===== src/rtl/work_scheduler_if.sv =====
// Host/core handshake bundle for the work scheduler: boot pushes, core enqueues,
// grant dispatch and status. master = host/cores side, slave = scheduler.
interface work_scheduler_if #(
  parameter int NCORES = 4,
  parameter int DEPTH  = 16
);
  logic                      boot_valid;
  logic [15:0]               boot_pc;
  logic                      boot_ready;
  logic [NCORES-1:0]         core_req;
  logic [NCORES-1:0]         enq_valid;
  logic [16*NCORES-1:0]      enq_pc;
  logic [NCORES-1:0]         enq_ack;
  logic [NCORES-1:0]         grant;
  logic [15:0]               grant_pc;
  logic [$clog2(DEPTH):0]    count;
  logic                      all_done;

  modport master (
    output boot_valid, boot_pc, core_req, enq_valid, enq_pc,
    input  boot_ready, enq_ack, grant, grant_pc, count, all_done
  );

  modport slave (
    input  boot_valid, boot_pc, core_req, enq_valid, enq_pc,
    output boot_ready, enq_ack, grant, grant_pc, count, all_done
  );
endinterface


===== src/rtl/work_scheduler.sv =====
// Work-PC FIFO shared by NCORES cores: one push per cycle (boot first, then lowest core),
// one registered round-robin grant per cycle; acks are combinational, full blocks pushes.
module work_scheduler #(
  parameter int NCORES = 4,
  parameter int DEPTH  = 16
) (
  input  logic              clk,
  input  logic              rst,
  work_scheduler_if.slave   bus
);
  localparam int AW = $clog2(DEPTH);
  localparam int CW = AW + 1;
  localparam int IW = (NCORES > 1) ? $clog2(NCORES) : 1;

  logic [15:0]       mem [DEPTH];
  logic [AW-1:0]     wr_ptr, rd_ptr;
  logic [CW-1:0]     count_q;
  logic [NCORES-1:0] pending;
  logic [IW-1:0]     rr_start;
  logic [NCORES-1:0] grant_q;
  logic [15:0]       grant_pc_q;
  logic              done_q;

  logic [NCORES-1:0] want, sel_oh, gnt_oh, ack;
  logic [IW-1:0]     sel_idx, rr_next, cand;
  logic              found, pop, push, can_push, taken, boot_rdy, done_next;
  logic [15:0]       push_pc;

  always_comb begin
    want    = pending | bus.core_req;
    sel_oh  = '0;
    sel_idx = '0;
    cand    = '0;
    found   = 1'b0;
    // Search begins one past the last grantee and wraps at NCORES-1.
    for (int off = 0; off < NCORES; off++) begin
      if (int'(rr_start) + off >= NCORES)
        cand = IW'(int'(rr_start) + off - NCORES);
      else
        cand = IW'(int'(rr_start) + off);
      if (!found && want[cand]) begin
        found       = 1'b1;
        sel_oh[cand] = 1'b1;
        sel_idx     = cand;
      end
    end
    pop      = found && (count_q != '0);
    gnt_oh   = pop ? sel_oh : '0;
    rr_next  = (sel_idx == IW'(NCORES - 1)) ? '0 : sel_idx + IW'(1);
    // A pop frees the head slot this cycle, so a full FIFO can still take a push.
    can_push = (count_q < CW'(DEPTH)) || pop;

    push     = 1'b0;
    taken    = 1'b0;
    boot_rdy = 1'b0;
    ack      = '0;
    push_pc  = bus.boot_pc;
    if (bus.boot_valid) begin
      boot_rdy = can_push;
      push     = can_push;
    end else begin
      for (int i = 0; i < NCORES; i++) begin
        if (!taken && bus.enq_valid[i]) begin
          taken   = 1'b1;
          ack[i]  = can_push;
          push    = can_push;
          push_pc = bus.enq_pc[16*i +: 16];
        end
      end
    end

    done_next = (count_q == '0) && (&pending) && (bus.enq_valid == '0) &&
                !bus.boot_valid && (grant_q == '0);
  end

  always_ff @(posedge clk or posedge rst) begin
    if (rst) begin
      wr_ptr     <= '0;
      rd_ptr     <= '0;
      count_q    <= '0;
      pending    <= '0;
      rr_start   <= '0;
      grant_q    <= '0;
      grant_pc_q <= '0;
      done_q     <= 1'b0;
    end else begin
      if (push) wr_ptr <= wr_ptr + AW'(1);
      if (pop) begin
        rd_ptr     <= rd_ptr + AW'(1);
        grant_pc_q <= mem[rd_ptr];
        rr_start   <= rr_next;
      end
      count_q <= count_q + CW'(push) - CW'(pop);
      // A request arriving in the grant cycle is absorbed by that grant.
      pending <= want & ~gnt_oh;
      grant_q <= gnt_oh;
      done_q  <= done_next;
    end
  end

  always_ff @(posedge clk) begin
    if (push) mem[wr_ptr] <= push_pc;
  end

  assign bus.boot_ready = boot_rdy;
  assign bus.enq_ack    = ack;
  assign bus.grant      = grant_q;
  assign bus.grant_pc   = grant_pc_q;
  assign bus.count      = count_q;
  assign bus.all_done   = done_q;
endmodule


===== src/flat_wrapper.sv =====
// flat-port wrapper written by rule: the top's interface ports become plain ports
module work_scheduler_flat 
#(
  parameter int NCORES = 4,
  parameter int DEPTH  = 16
)
  (clk, rst, bus_boot_valid, bus_boot_pc, bus_core_req, bus_enq_valid, bus_enq_pc, bus_boot_ready, bus_enq_ack, bus_grant, bus_grant_pc, bus_count, bus_all_done);
  work_scheduler_if #(.NCORES(NCORES), .DEPTH(DEPTH)) bus_i ();
  input  logic clk;
  input  logic rst;
  input wire logic [$bits(bus_i.boot_valid)-1:0] bus_boot_valid;
  input wire logic [$bits(bus_i.boot_pc)-1:0] bus_boot_pc;
  input wire logic [$bits(bus_i.core_req)-1:0] bus_core_req;
  input wire logic [$bits(bus_i.enq_valid)-1:0] bus_enq_valid;
  input wire logic [$bits(bus_i.enq_pc)-1:0] bus_enq_pc;
  output wire logic [$bits(bus_i.boot_ready)-1:0] bus_boot_ready;
  output wire logic [$bits(bus_i.enq_ack)-1:0] bus_enq_ack;
  output wire logic [$bits(bus_i.grant)-1:0] bus_grant;
  output wire logic [$bits(bus_i.grant_pc)-1:0] bus_grant_pc;
  output wire logic [$bits(bus_i.count)-1:0] bus_count;
  output wire logic [$bits(bus_i.all_done)-1:0] bus_all_done;
  assign bus_i.boot_valid = bus_boot_valid;
  assign bus_i.boot_pc = bus_boot_pc;
  assign bus_i.core_req = bus_core_req;
  assign bus_i.enq_valid = bus_enq_valid;
  assign bus_i.enq_pc = bus_enq_pc;
  assign bus_boot_ready = bus_i.boot_ready;
  assign bus_enq_ack = bus_i.enq_ack;
  assign bus_grant = bus_i.grant;
  assign bus_grant_pc = bus_i.grant_pc;
  assign bus_count = bus_i.count;
  assign bus_all_done = bus_i.all_done;
  work_scheduler #(.NCORES(NCORES), .DEPTH(DEPTH)) u_core (.clk(clk), .rst(rst), .bus(bus_i));
endmodule

===== config.mk =====
export PLATFORM = sky130hd
export DESIGN_NAME = work_scheduler_flat
export DESIGN_NICKNAME = d
export VERILOG_FILES = /design/src/rtl/work_scheduler_if.sv /design/src/rtl/work_scheduler.sv /design/src/flat_wrapper.sv
export SDC_FILE = /design/constraint.sdc
export NUM_CORES = 1
export LEC_CHECK = 0
export CAP_MARGIN = 10
export CORE_ASPECT_RATIO = 0.6
export CORE_MARGIN = 2
export CORE_UTILIZATION = 48
export DETAILED_ROUTE_END_ITERATION = 16
export PLACE_DENSITY_LB_ADDON = 0.12
export SLEW_MARGIN = 10
export SYNTH_ARGS = -nofsm -noshare
export SYNTH_HDL_FRONTEND = slang
export SYNTH_SLANG_ARGS = --single-unit

===== constraint.sdc =====
create_clock -name clk -period 3.3 [get_ports clk]
set_input_delay 0.66 -clock clk [delete_from_list [all_inputs] [get_ports clk]]
set_output_delay 0.66 -clock clk [all_outputs]
set_load 0.02 [all_outputs]

# After elaboration in Yosys (flattened, before gate mapping)
# Memory sizes are Yosys's and may differ from the RTL's. A register that Yosys moved wholly into a read port is not among the register bits.
# Cells that the tools add are included.
# Widths: inputs -> output; s select.
[word_totals] romBits=0 word_cells=125 output_inout_bits=31 memories=1 latchBits=0 ram_bits=256 ff_bits=24
[op_classes] n_addsub=12 magnitude_cmp=13 muxes=57 eq_ne=1 mul=0 bitwise=6 div=0 n_shift=0 n_reduce_logical=28
[memory_table] memory="u_core.mem" words=16 word_bits=16 read_ports=1 rd_ports_with_merged_regs=1 wr=1 line="work_scheduler.sv:15" text="logic [15:0] mem [DEPTH];"
[ops] operator="$mux 16" count=5
[ops] operator="$mux 1" count=29
[ops] operator="$mux 4" count=6
[ops] operator="$mux 2" count=9
[ops] operator="$or 4x4->4" count=4
[ops] operator="$logic_and 1x1->1" count=15
[ops] operator="$lt 2x3->1 const B" count=4
[ops] operator="$ge 3x3->1 const B" count=3
[ops] operator="$add 4x1->4 const B" count=2
[ops] operator="$bmux 1 s2" count=4
[ops] operator="$demux 1 s2" count=4
[ops] operator="$ge 2x1->1 const B" count=4
[ops] operator="$logic_not 4->1" count=2
[ops] operator="$sub 2x1->2 const B" count=4
[ops] operator="$logic_not 1->1" count=7
[ops] operator="$add 2x2->3 const B" count=2
[ops] operator="$add 5x1->5" count=1
[ops] operator="$logic_not 5->1" count=1
[ops] operator="$lt 5x5->1 const B" count=1
[ops] operator="$reduce_bool 5->1" count=1
[ops] operator="$sub 5x1->5" count=1
[ops] operator="$and 4x4->4" count=1
[ops] operator="$not 4->4" count=1
[ops] operator="$reduce_and 4->1" count=1
[ops] operator="5 further kinds" count=5

# Longest topological paths before layout
# Gate-level depths: netlist of run 1.
[logic_depth] depth_word=23 mapped_depth=14

# Worst setup path after synthesis of run 1
# Ideal clock, no wire load.
[synth_timing] kind="input to register" startpoint="input bus_core_req[0]" endpoint="register u_core.count_q[4] (netlist: u_core.bus.count[4])" stages=12 setup_ns=0.123 arrival_time_ns=3.168 path_buffers=2 slack_ns=0.009 path_cell_list="nor4_1 -> a31oi_1 -> buf_2 -> buf_1 -> ha_1 -> inv_1 -> ha_1 -> fa_1 -> a21oi_1 -> nor2_1 -> nor2_1 -> xnor2_1"
[synth_via] elab_chain_len=22
[synth_lines] item="start: declaration" line="flat_wrapper.sv:13" text="input wire logic [$bits(bus_i.core_req)-1:0] bus_core_req;"
[synth_lines] item="$or 4x4->4 *" line="work_scheduler.sv:30" text="want = pending | bus.core_req;"
[synth_lines] item="$bmux 1 s2" line="work_scheduler.sv:41" text="if (!found && want[cand]) begin"
[synth_lines] item="$mux 1 (implied by the code)" line="work_scheduler.sv:41"
[synth_lines] item="$mux 1" line="work_scheduler.sv:41"
[synth_lines] item="$logic_not 1->1" line="work_scheduler.sv:41"
[synth_lines] item="$logic_and 1x1->1" line="work_scheduler.sv:41"
[synth_lines] item="$mux 1" line="work_scheduler.sv:41"
[synth_lines] item="$logic_not 1->1" line="work_scheduler.sv:41"
[synth_lines] item="[4 not listed]"
[synth_lines] item="$mux 1 *" line="work_scheduler.sv:41"
[synth_lines] item="$logic_and 1x1->1 *" line="work_scheduler.sv:47" text="pop = found && (count_q != '0);"
[synth_lines] item="named net u_core.pop" line="work_scheduler.sv:26" text="logic found, pop, push, can_push, taken, boot_rdy, done_next;"
[synth_lines] item="$logic_or 1x1->1" line="work_scheduler.sv:51" text="can_push = (count_q < CW'(DEPTH)) || pop;"
[synth_lines] item="$mux 1 (4 in a row)" line="work_scheduler.sv:63" text="if (!taken && bus.enq_valid[i]) begin"
[synth_lines] item="$mux 1" line="work_scheduler.sv:58" text="if (bus.boot_valid) begin"
[synth_lines] item="$add 5x1->5" line="work_scheduler.sv:93" text="count_q <= count_q + CW'(push) - CW'(pop);"
[synth_lines] item="$sub 5x1->5 *" line="work_scheduler.sv:93"
[synth_lines] item="end signal: assignment" line="work_scheduler.sv:93"
[synth_lines] item="end: declaration" line="work_scheduler.sv:17" text="logic [CW-1:0] count_q;"
# The timed path passes the listed nets; every way through them passes the cells marked *. The select of a mux whose other input is x is not followed.
# A chain may end at the register's enable or synchronous reset.

# Worst setup path after layout of run 1
[layout_timing] startpoint="input bus_core_req[0]" endpoint="output bus_enq_ack[1]"
[layout_via] elab_chain_len=17
[layout_lines] item="$or 4x4->4 *" line="work_scheduler.sv:30"
[layout_lines] item="$bmux 1 s2" line="work_scheduler.sv:41"
[layout_lines] item="$mux 1 (implied by the code)" line="work_scheduler.sv:41"
[layout_lines] item="$mux 1" line="work_scheduler.sv:41"
[layout_lines] item="$logic_not 1->1" line="work_scheduler.sv:41"
[layout_lines] item="$logic_and 1x1->1" line="work_scheduler.sv:41"
[layout_lines] item="$mux 1" line="work_scheduler.sv:41"
[layout_lines] item="$logic_not 1->1" line="work_scheduler.sv:41"
[layout_lines] item="$logic_and 1x1->1" line="work_scheduler.sv:41"
[layout_lines] item="$mux 1" line="work_scheduler.sv:41"
[layout_lines] item="$logic_not 1->1" line="work_scheduler.sv:41"
[layout_lines] item="$logic_and 1x1->1" line="work_scheduler.sv:41"
[layout_lines] item="$mux 1 *" line="work_scheduler.sv:41"
[layout_lines] item="$logic_and 1x1->1 *" line="work_scheduler.sv:47"
[layout_lines] item="$logic_or 1x1->1 *" line="work_scheduler.sv:51"
[layout_lines] item="$mux 1 *" line="work_scheduler.sv:63"
[layout_lines] item="$mux 4 *" line="work_scheduler.sv:58"
[layout_lines] item="end: declaration" line="flat_wrapper.sv:17" text="output wire logic [$bits(bus_i.enq_ack)-1:0] bus_enq_ack;"
# Mark *: on every way between the ends. The rest lies on a longest branch, timed or not. The select of a mux whose other input is x is not followed.

==> impl_results.md, run 1 <==
* Status: complete, no violations
* Num CTS Buffers at 28
* Crit path DAT at 2.51 ns
* Number of synthesized register bits at 296
* Row count at 46
* Syn Nets at 929
* Ys async rst share at 0.135
* Antenna violations before repair at 0
* Startpoint types: input pin
* Post-Synthesis Cells at slightly above 800
* Pwr/cell area at around 890 nW/um2
* Post-route setup slack at ~0.13 ns
* Core Area at about 26000 um2
* Overflow left after global routing at 0
* Most common cell after layout, fill and taps aside: edfxtp_1
* DRT antenna net count at 0
* Max_cap viols at 0
* Hold Fails Final Rpt at 0
* Hold Path Class: flop to flop
* Crit-path max FO at 5
* # clock sinks at 296
* Routed WL at ~33000 um
* Number of global-route vias before repair at slightly below 8000
* H-tree Lvls at 1
* Synth Flop Type: edfxtp_1
* Clk_lat worst skew at 0.55 ns
* Dpl hpwl at between 20000 and 25000 um
* # DRC at 0
* Fmax at 0.315 GHz
* Total Routing Usage GR at 0.236
* Die ar. at 28300 um2
* Biggest area consumer among synthesized cells: edfxtp_1
* Crit Path Class: input pin to primary output
* Worst path max stage delay at approximately 0.42 ns
* Crit-path cells: clkdlybuf4s50_1 > nor4_1 > buf_4 > nand4_1 > nand2b_1 > buf_4 > nor3b_1 > dlygate4sd2_1
* Clock Path Buffers at 3
* Peak supply drop at roughly 0.00080 V
* CTS Root Cell: clkbuf_16
* CTS tree: yes
* Most frequent cells in the layout: edfxtp_1 (256), clkdlybuf4s50_1 (116), buf_4 (64), mux4_2 (62), nand2_1 (54)
* EDFF count, synth at 256
* Slowest stage cell on the critical path: clkdlybuf4s50_1
* Via count at 7967
* DP Worst Slack at -0.0412 ns
* Post-synth top area share at 0.595
* Chip width at about 220 um
* Reg2reg setup slack at between 0.4 and 0.5 ns
* CP endpoint kind: primary output
* Worst-margin pin slew at roughly 1.1 ns
* Area grow syn2layout at 23.3%
* Leak pwr at 0.00569 uW
* Most frequent CP cell: buf_4
* Sequential share of the synthesized area at 0.673
* Placed Cells incl. Taps at ~1300
* Clk_skew at between 0.01 and 0.015 ns
* Sum Neg Setup Slack at 0 ns
* N_diodes at 0
* Iteration-0 DRC Markers at between 900 and 1000
* Non-Filler Instances at approximately 1400
* 1st-pass router iterations at 5
* Top post-synthesis cells by area: edfxtp_1 (60%), mux4_2 (11%), dfrtp_1 (7.8%)
* Share of cells above drive strength 1 at 0.200
* Nets at 1093
* Routed vias/inst at 5.84
* Post-Synthesis Cell Area at about 13000 um2
* Max-slew violation count at 0
* Worst-path clk slew at 0.07 ns
* Period utilization at 0.961
* Final worst path period need at 3.17 ns
* WL/cell at between 20 and 25 um
* Die Span Y at 131 um
* Initial Util at 0.489
* Mean Syn Cell Area at roughly 16 um2
* CP required at 2.64 ns
* Rel. slew slack at 0.281
* First-pass GRT wire length at slightly below 50000 um
* Final Setup Violations at 0
* Filler cell count in the final layout at 1974
* IO Port Bufs at 121
* Placer Congestion at about 0.85
* YS warnings at 0
* Distinct cells, synth at 52
* Top Ports at approximately 120
* Pin count of the biggest net entering global routing at 68
-- cells by family (layout without fill, tap and decap cells) --
group | count (synthesis) | in the layout | share of synthesized area
XOR/XNOR | 11 | 11 | 0.00746
buffers and inverters | 71 | 257 | 0.0225
AND/OR/NAND/NOR | 183 | 183 | 0.0679
AO/OA/AOI/OAI | 138 | 138 | 0.0715
adder cells (fa/ha/maj) | 20 | 20 | 0.0200
flip-flops | 296 | 296 | 0.673
multiplexers | 99 | 99 | 0.138
-- through the flow --
stage               hold slack (ns)  power (uW)  utilization  cell area, um2
floorplan                     0.516        8810            -           12900
global placement              0.489       10700        0.565           14900
detailed placement            0.498       10800        0.565           14900
CTS                           0.514       14200        0.602           15900
global route                  0.529       14800        0.602           15900
finish                        0.511       14100        0.602           15900
-- layout make-up --
cell class,count,area (um2),area share
well taps,360,450,0.0283
inverters,17,63.8,0.00401
clock inverters,14,166,0.0105
repair buffers,188,1760,0.111
flip-flops and latches,296,8690,0.546
clock buffers,38,811,0.0509
multi-input cells,451,3970,0.250
-- critical path, delay by kind of cell --
family	cells	cell delay, ns
buffers and inverters	4	1.09
and+or+nand+nor	4	0.75
-- final timing paths --
check,endpoint,cells after the start,from
setup / recovery,bus_enq_ack[1],8,bus_core_req[0]
hold / removal,u_core.bus.grant_pc[14]$_DFFE_PP0P_,1,u_core.bus.grant_pc[14]$_DFFE_PP0P_
setup reg to reg,u_core.pending[0]$_DFF_PP0_,8,u_core.rr_start[1]$_DFFE_PP0P_
hold reg to reg,u_core.bus.grant_pc[14]$_DFFE_PP0P_,1,u_core.bus.grant_pc[14]$_DFFE_PP0P_
max in group asynchronous,u_core.bus.grant_pc[11]$_DFFE_PP0P_,3,rst
min in group asynchronous,u_core.pending[1]$_DFF_PP0_,2,rst
-- repair_timing --
action                     4_1_cts  5_1_grt
setup buffers                    0        1
hold buffers                     0        0
resized for setup                1        4
setup endpoints to repair        1        4
-- cell usage after synthesis, types with 5 or more instances --
library cell	instances
nand2_1	54
a222oi_1	10
edfxtp_1	256
clkbuf_1	36
a21o_1	12
a211oi_1	11
dfrtp_1	40
a311oi_1	10
o21ai_0	48
a21oi_1	23
mux2_2	8
ha_1	19
buf_2	13
and2_1	15
nor2b_1	10
nand3_1	33
nor3_1	12
nor2_1	36
mux2i_1	29
nand4_1	5
mux4_2	62
inv_1	15
xnor2_1	7
-- routing by layer --
layer  global-route usage  vias to the layer above  part of all wire  routed length, um
met1                0.368                     4116              0.47              15500
met5                    0                        -                 0                  0
met2                0.351                      266              0.46              15100
met3               0.0396                       37             0.063               2080
met4               0.0499                        0             0.015                502
li1                     -                     3548                 -                  -
-- where the power goes --
group          leakage, uW  switching [uW]  internal [uW]
sequential         0.00281             483           5030
combinational      0.00241            2820           2390
clock             0.000471            1410           1970
total              0.00569            4720           9380
-- flip-flops by register name, indices dropped and copies added, names as in the netlist, named ones only --
name / count
u_core.bus.all_done: 1
u_core.bus.count: 5
u_core.bus.grant: 4
u_core.bus.grant_pc: 16
u_core.mem: 256
u_core.pending: 4
u_core.rd_ptr: 4
u_core.rr_start: 1
u_core.wr_ptr: 4
Power figures use the tool's default switching activity.
==> run 2: changes to the inputs <==
--- a/config.mk
+++ b/config.mk
@@ -15,3 +15,4 @@
 export SYNTH_ARGS = -nofsm -noshare
 export SYNTH_HDL_FRONTEND = slang
 export SYNTH_SLANG_ARGS = --single-unit
+export TNS_END_PERCENT = 100
==> results of run 2 <==
Final layout, timing and power as in run 1 (identical DEF).
==> patch (flow settings as in run 2) <==
`NCORES` is set to 4 in 3 places; all go to 8.
--- a/src/rtl/work_scheduler_if.sv
+++ b/src/rtl/work_scheduler_if.sv
@@ -3,3 +3,3 @@
 interface work_scheduler_if #(
-  parameter int NCORES = 4,
+  parameter int NCORES = 8,
   parameter int DEPTH  = 16
--- a/src/rtl/work_scheduler.sv
+++ b/src/rtl/work_scheduler.sv
@@ -3,3 +3,3 @@
 module work_scheduler #(
-  parameter int NCORES = 4,
+  parameter int NCORES = 8,
   parameter int DEPTH  = 16
--- a/src/flat_wrapper.sv
+++ b/src/flat_wrapper.sv
@@ -3,3 +3,3 @@
 #(
-  parameter int NCORES = 4,
+  parameter int NCORES = 8,
   parameter int DEPTH  = 16
Interface: changed (5 resized); port bits go from 122 to 202. The function was not compared with the original's and may differ.
==> patch against run 2 <==
The flow now finishes with violations (negative setup slack). Clock skew fell by 0.00057 ns. Area after synthesis grew 14%. Wire length increased by 37%. Worst setup slack worse by 0.67 ns. Die area rose by 14%. Non-clock buffer count grew 171. Cell area up 24%. Total power up 22%. Sequential cell count grew 9.
==> patch: results <==
[setup_path]
timing.rr.end = u_core.bus.count[4]
critPathLaunch = bus_core_req[7]
critical_path.max_stage_delay_ns = 0.49
crit_path_end = bus_enq_ack[6]
timing.rr.start = u_core.rr_start[0]
r2r.worst_path.cells = 18
path_max_fanout = 8

[logic_synthesis]
synth_common_cells = edfxtp_1, nand2_1, mux2i_1
async_reset_ff_share_pct = 16.1
synth_area_leaders = edfxtp_1, mux4_2, dfrtp_1
seq_area_frac_synth_pct = 60.3
synth_nets = 1271

[hold_path]
hold_depth = 2
min_from = u_core.bus.grant_pc[6]
min_to = u_core.bus.grant_pc[6]

[outcome]
outcome = finished with violations
violations = negative setup slack

[detailed_routing]
drt_iter0_drc = 1382
routed_wirelength_microns = 45500

[global_routing]
grt_use_total_pct = 28.6
met1_usage_pct = 44.0
grt_pass1_wl_microns = 68500
grt_max_degree = 44

[finish]
drive_gt1_share_pct = 23.4

[sta]
setup_viol = 68
setup_slack_ns = -0.544

[placement]
gp_congestion = 1.05
io_buffers = 201

[power]
peakVddDrop_mv = 0.438
[patch: cell count changes in the layout (fill, tap and decap cells not counted), moves of 22 or more]
cell                    run 2  this run
mux2i_1                    29        67
clkdlybuf4s50_1           116       192
nor2_1                     34        56
nand2_1                    54       108
buf_12                      3        26
buf_4                      64       135
[patch: kinds of logic after synthesis]
group | after synthesis | share of synthesized area, %
flip-flops | 305 | 60.3
AO/OA/AOI/OAI | 262 | 12.6
AND/OR/NAND/NOR | 259 | 8.22
multiplexers | 125 | 13.3
buffers and inverters | 103 | 2.91
adder cells (fa/ha/maj) | 20 | 1.74
XOR/XNOR | 14 | 0.931
[patch: final cells by class]
| class | count | area [sq um] |
|---|---|---|
| tap | 408 | 510 |
| inverter | 26 | 105 |
| clock buffer | 37 | 776 |
| clock inverter | 15 | 165 |
| sequential | 305 | 8920 |
| fill | 2241 | 10400 |
| multi-input combinational | 680 | 5700 |
| timing repair buffer | 359 | 3530 |
[patch: what timing repair did]
| action | in CTS | in global routing |
|---|---|---|
| setup buffers | 3 | 1 |
| setup endpoints to repair | 271 | 164 |
| gates resized for setup | 75 | 10 |
| hold endpoints to repair | 0 | 0 |
| pin swaps | 12 | 1 |
| gates cloned | 1 | 0 |
[patch: metrics by stage]
stage | area [sq um] | TNS [ns] | std cells | util (%) | worst slack [ns]
global placement | 18500 | -149.52 | 1773 | 61.6 | -0.892
floorplan | 14900 | -98.56 | 1088 | - | -0.578
finish | 19700 | -10.60 | 1830 | 65.4 | -0.544
CTS | 19600 | -8.03 | 1829 | 65.3 | -0.503
global route | 19700 | -21.74 | 1830 | 65.4 | -0.643
detailed placement | 18500 | -156.97 | 1773 | 61.6 | -0.895
[patch: tightest hold or removal path, stage by stage (launching register included)]
cell,delay [ns]
dfrtp_1,0.34
nand2_1,0.05
o21ai_0,0.06
